$ cat src/rtl/hamming_pkg.sv
// Shared constants and types for the Hamming(7,4) codec scheduler.
// Codeword position p (1..7) lives at cw[p-1]; parity sits at the power-of-two positions.
package hamming_pkg;

  localparam int SYN_W = 3;

  localparam logic MODE_ENC = 1'b0;
  localparam logic MODE_DEC = 1'b1;

  localparam int P1_POS = 0;
  localparam int P2_POS = 1;
  localparam int P4_POS = 3;
  localparam int D0_POS = 2;
  localparam int D1_POS = 4;
  localparam int D2_POS = 5;
  localparam int D3_POS = 6;

  typedef enum logic {ST_EMPTY, ST_FULL} out_state_t;

  typedef struct packed {
    logic             mode;
    logic [6:0]       word;
    logic [SYN_W-1:0] syn;
    logic             err;
  } result_t;

endpackage

$ cat src/rtl/hamming74_codec.sv
// Combinational Hamming(7,4) even-parity encoder / single-error-correcting decoder.
// Zero latency; no flow control. Outputs of the unused direction are forced to zero.
module hamming74_codec
  import hamming_pkg::*;
(
  input  logic             mode,
  input  logic [3:0]       d,
  input  logic [6:0]       cw,
  output logic [6:0]       code,
  output logic [3:0]       data,
  output logic [SYN_W-1:0] syn
);

  logic [6:0] cw_fix;

  always_comb begin
    code   = '0;
    data   = '0;
    syn    = '0;
    cw_fix = cw;
    if (mode == MODE_ENC) begin
      code[D0_POS] = d[0];
      code[D1_POS] = d[1];
      code[D2_POS] = d[2];
      code[D3_POS] = d[3];
      code[P1_POS] = d[0] ^ d[1] ^ d[3];
      code[P2_POS] = d[0] ^ d[2] ^ d[3];
      code[P4_POS] = d[1] ^ d[2] ^ d[3];
    end else begin
      syn[0] = cw[0] ^ cw[2] ^ cw[4] ^ cw[6];
      syn[1] = cw[1] ^ cw[2] ^ cw[5] ^ cw[6];
      syn[2] = cw[3] ^ cw[4] ^ cw[5] ^ cw[6];
      // The syndrome is the 1-based position of the flipped bit.
      for (int p = 1; p <= 7; p++) begin
        if (int'(syn) == p) cw_fix[p-1] = ~cw[p-1];
      end
      data = {cw_fix[D3_POS], cw_fix[D2_POS], cw_fix[D1_POS], cw_fix[D0_POS]};
    end
  end

endmodule

$ cat src/rtl/hamming_codec_sched.sv
// Round-robin scheduler sharing one Hamming(7,4) codec between encode and decode requesters.
// Result registered one cycle after acceptance; both readys drop while the full result register is stalled.
module hamming_codec_sched
  import hamming_pkg::*;
#(
  parameter int CNT_W = 16
) (
  input  logic             clk,
  input  logic             rst_n,
  input  logic             enc_valid,
  input  logic [3:0]       enc_data,
  output logic             enc_ready,
  input  logic             dec_valid,
  input  logic [6:0]       dec_code,
  output logic             dec_ready,
  output logic             out_valid,
  input  logic             out_ready,
  output logic             out_mode,
  output logic [6:0]       out_word,
  output logic [SYN_W-1:0] out_syn,
  output logic             out_err,
  input  logic             cnt_clr,
  output logic [CNT_W-1:0] err_cnt
);

  localparam logic [CNT_W-1:0] CNT_MAX = '1;
  localparam logic [CNT_W-1:0] CNT_ONE = CNT_W'(1);

  out_state_t       state;
  result_t          res;
  result_t          next_res;
  logic             last_dec;
  logic             can_load;
  logic             grant_enc;
  logic             grant_dec;
  logic             accept;
  logic             mode;
  logic [6:0]       code;
  logic [3:0]       data;
  logic [SYN_W-1:0] syn;

  // Encode wins contention unless it was the last side granted.
  assign can_load  = (state == ST_EMPTY) || out_ready;
  assign grant_enc = enc_valid && (!dec_valid || last_dec);
  assign grant_dec = dec_valid && !grant_enc;
  assign enc_ready = can_load && grant_enc;
  assign dec_ready = can_load && grant_dec;
  assign accept    = enc_ready || dec_ready;
  assign mode      = grant_dec ? MODE_DEC : MODE_ENC;

  hamming74_codec u_codec (
    .mode (mode),
    .d    (enc_data),
    .cw   (dec_code),
    .code (code),
    .data (data),
    .syn  (syn)
  );

  always_comb begin
    next_res      = '0;
    next_res.mode = mode;
    next_res.word = (mode == MODE_DEC) ? {3'b000, data} : code;
    next_res.syn  = syn;
    next_res.err  = (syn != '0);
  end

  always_ff @(posedge clk or negedge rst_n) begin
    if (!rst_n) begin
      state    <= ST_EMPTY;
      res      <= '0;
      last_dec <= 1'b1;
    end else begin
      case (state)
        ST_EMPTY: if (accept) state <= ST_FULL;
        ST_FULL:  if (out_ready && !accept) state <= ST_EMPTY;
        default:  state <= ST_EMPTY;
      endcase
      if (accept) begin
        res      <= next_res;
        last_dec <= dec_ready;
      end
    end
  end

  always_ff @(posedge clk or negedge rst_n) begin
    if (!rst_n) begin
      err_cnt <= '0;
    end else if (cnt_clr) begin
      err_cnt <= '0;
    end else if (dec_ready && (syn != '0) && (err_cnt != CNT_MAX)) begin
      err_cnt <= err_cnt + CNT_ONE;
    end
  end

  assign out_valid = (state == ST_FULL);
  assign out_mode  = res.mode;
  assign out_word  = res.word;
  assign out_syn   = res.syn;
  assign out_err   = res.err;

endmodule
$ cat config.mk
export PLATFORM = sky130hd
export DESIGN_NAME = hamming_codec_sched
export DESIGN_NICKNAME = d
export VERILOG_FILES = /design/src/rtl/hamming_pkg.sv /design/src/rtl/hamming74_codec.sv /design/src/rtl/hamming_codec_sched.sv
export SDC_FILE = /design/constraint.sdc
export NUM_CORES = 1
export LEC_CHECK = 0
export CAP_MARGIN = 20
export CORE_ASPECT_RATIO = 1.1
export CORE_MARGIN = 4
export CORE_UTILIZATION = 48
export CTS_CLUSTER_SIZE = 14
export DETAILED_ROUTE_END_ITERATION = 6
export PLACE_DENSITY = 0.77
export SYNTH_ARGS = -nofsm -noshare
export SYNTH_HDL_FRONTEND = slang
export SYNTH_SLANG_ARGS = --single-unit
$ cat constraint.sdc
create_clock -name clk -period 2.27 [get_ports clk]
set_clock_uncertainty 0.1 [all_clocks]
set_input_delay 0.227 -clock clk [delete_from_list [all_inputs] [get_ports clk]]
set_output_delay 0.227 -clock clk [all_outputs]
set_load 0.005 [all_outputs]
==> impl_metrics.csv <==
group,metric,value,unit
pwr,p_leak,1.086,nW
yosys,yosysMostFrequentCell,"dfrtp_1",
critical_path,critical_path_arrival,2.34,ns
cts,clk_pin_slew,0.11,ns
cts,numCtsBuffers,5,
sta,hold_viol,0,
grt,grt_pass1_vias,1865,
yosys,yosysSeqAreaShare,42.56,%
routing,vias,1830,
critical_path,critPathKind,"register to register",
finish,diodes,0,
critical_path,critical_path.max_stage_delay,0.67,ns
floorplan,rows,22,
routing,drt-total-wl,5.173,mm
cts,htree_levels,2,
finish,syn_to_final_growth,50.57,%
yosys,ys_ff_latch,30,
sta,fmax,450.7,MHz
yosys,async_flop_share,100.0,%
sta,post-route-period-util,97.74,%
yosys,synth_flop_cell,"dfrtp_1",
cts,cts.sinks,30,
yosys,syn_nets,205,
yosys,synth_top_area_share,41.08,%
yosys,synth_common_cells,"dfrtp_1 (29), o21ai_0 (15), a21oi_1 (13)",
sta,report.final.slew_viol_count,0,
critical_path,reg2reg_from,"err_cnt[7]$_DFFE_PN0P_",
placed_design,port_buffers,47,
status,status,"completed",
cts,clk_latency,0.34,ns
yosys,synth-warning-count,0,
yosys,yosysUniqueCellTypes,39,
floorplan,die-area,0.004716,mm^2
floorplan,die_h,71.63,um
finish,drive_gt1_share,21.40,%
grt,overflow,0,
pwr,power.total,1.666,mW
sta,max_slew_margin,53.97,%
job,cap_violations,0,
sta,hold_ws,0.1636,ns
grt,antenna_found_initial,0,
grt,grt.total_usage,23.45,%
routing,via_per_inst,5.737,
placed_design,dp_hpwl,3.760,mm
cts,cts_tree,"done",
yosys,synth_edf_count,0,
grt,grt_max_degree,31,
finish,nNetsFinal,288,
sta,min_period,2.219,ns
floorplan,die_w,65.85,um
worst_hold_path,hold_path_class,"primary input to async pin",
yosys,synth.cell_area,0.001767,mm^2
pwr,powerDensity,626.2,mW/mm^2
routing,drtIter0Drc,106,
routing,ant_nets,0,
finish,n_fill_cell,243,
routing,drt_first_pass_iters,4,
finish,fin_area,0.002660,mm^2
grt,grt_first_pass_wirelength,8.638,mm
routing,routedWlPerCell,16.22,um
cts,cts_max_path_buffers,2,
critical_path,startpoint,"err_cnt[7]$_DFFE_PN0P_",
sta,finalSetupViolCount,0,
routing,post-route-drc-count,0,
finish,post-route-util,77.31,%
critical_path,cp_max_fo,7,
yosys,yosys-top-cells-area,"dfrtp_1 (41%), xnor2_1 (5.5%), or4_1 (4.7%)",
yosys,yosys.area.top_type,"dfrtp_1",
placed_design,finalWeightedCongestion,0.9919,
sta,worstMarginPinSlew,0.6841,ns
critical_path,required,2.40,ns
critical_path,crit_path_start_kind,"register",
critical_path,endpoint_kind,"register",
yosys,synthCells,187,
critical_path,slowest_stage,"nor4_1",
floorplan,io_pins,48,
yosys,avgSynthCellArea,9.448,um^2
placed_design,dpl-instance-area,0.002492,mm^2
cts,cts_root_buf,"clkbuf_4",
critical_path,crit_path_cell_trace,"nand3_1 > nor4_1 > nand3b_1 > nor3b_1 > mux2_2",
pwr,peakVddDrop,0.4084,mV
floorplan,initial_utilization,51.35,%
floorplan,coreArea,0.003441,mm^2
==> per-layer routing <==
metal | vias up | global-route usage (%) | wire (um)
li1 | 864 | - | -
met4 | 0 | 9.447 | 114
met2 | 52 | 41.76 | 2722
met3 | 13 | 5.016 | 244
met5 | - | 0 | 0
met1 | 901 | 26.93 | 2092
==> cell families after synthesis <==
family,count (synthesis),share of synthesized area (%)
mux,4,2.479
fa+ha+maj,1,0.7081
buf+inv,16,4.037
xor+xnor,16,9.844
compound gates,49,17.49
flops,30,42.56
simple gates,71,22.88
==> path summary, 6_finish.rpt <==
kind	endpoint	slack [ns]	cells after the start
max reg2reg	err_cnt[4]$_DFFE_PN0P_	0.05	5
min reg2reg	out_err$_DFFE_PN0P_	0.40	2
max in group asynchronous	last_dec$_DFFE_PN1P_	1.59	2
max	err_cnt[4]$_DFFE_PN0P_	0.05	5
min in group clk	out_err$_DFFE_PN0P_	0.40	2
min	out_mode$_DFFE_PN0P_	0.16	2
==> final cells by class <==
type | count | area (um^2) | share of cell area (%)
Tap cell | 48 | 60.06 | 2.258
Sequential cell | 30 | 752.0 | 28.27
Multi-Input combinational cell | 141 | 950.9 | 35.75
Clock buffer | 6 | 51.30 | 1.929
Clock inverter | 2 | 60.06 | 2.258
Inverter | 7 | 26.28 | 0.9878
Timing Repair Buffer | 85 | 759.5 | 28.55
==> worst max-delay path, delay by kind of cell (launching register included) <==
kind          cells  cell delay, ns
simple gates      4            1.25
flops             1            0.48
mux               1            0.27
==> repair_timing <==
item / in CTS / in global routing
setup endpoints to repair: 1 / 3
gates cloned: 0 / 0
buffers inserted: 0 / 6
resized for setup: 2 / 3
hold buffers: 0 / 0
==> metrics by stage <==
step / setup slack [ns] / setup TNS [ns] / instances
2_1_floorplan: 0.1733 / 0 / 187
3_3_place_gp: -0.1858 / -1.739 / 305
3_5_place_dp: -0.2230 / -2.492 / 305
4_1_cts: 0.01208 / 0 / 313
5_1_grt: -0.03929 / -0.04329 / 319
6_report: 0.05123 / 0 / 319
==> cells in the final DEF (no fill, tap or decap), drive strengths merged, types with 5 or more instances in the layout <==
cell / netlist / routed
a21oi: 14 / 14
clkbuf: 6 / 6
buf: 3 / 38
or4: 11 / 11
nand2: 11 / 11
clkdlybuf4s50: 0 / 47
nand4: 7 / 7
inv: 7 / 7
nor3: 5 / 5
nor2b: 5 / 5
o31ai: 9 / 9
o21ai: 15 / 15
nor2: 5 / 5
dfrtp: 29 / 29
nand3: 11 / 11
xnor2: 12 / 12
==> flip-flops by register name, summed over array words and instances (netlist names) <==
register   cells
out_syn        3
last_dec       1
out_word       7
out_err        1
out_mode       1
out_valid      1
err_cnt       16
==> power by group <==
| group | leakage (nW) | internal (mW) | total, mW | switching [mW] |
|---|---|---|---|---|
| Clock | 0.0585 | 0.373 | 0.580 | 0.207 |
| Combinational | 0.633 | 0.263 | 0.465 | 0.202 |
| Sequential | 0.394 | 0.590 | 0.620 | 0.0302 |
| Total | 1.09 | 1.23 | 1.67 | 0.439 |
Power figures use the tool's default switching activity.
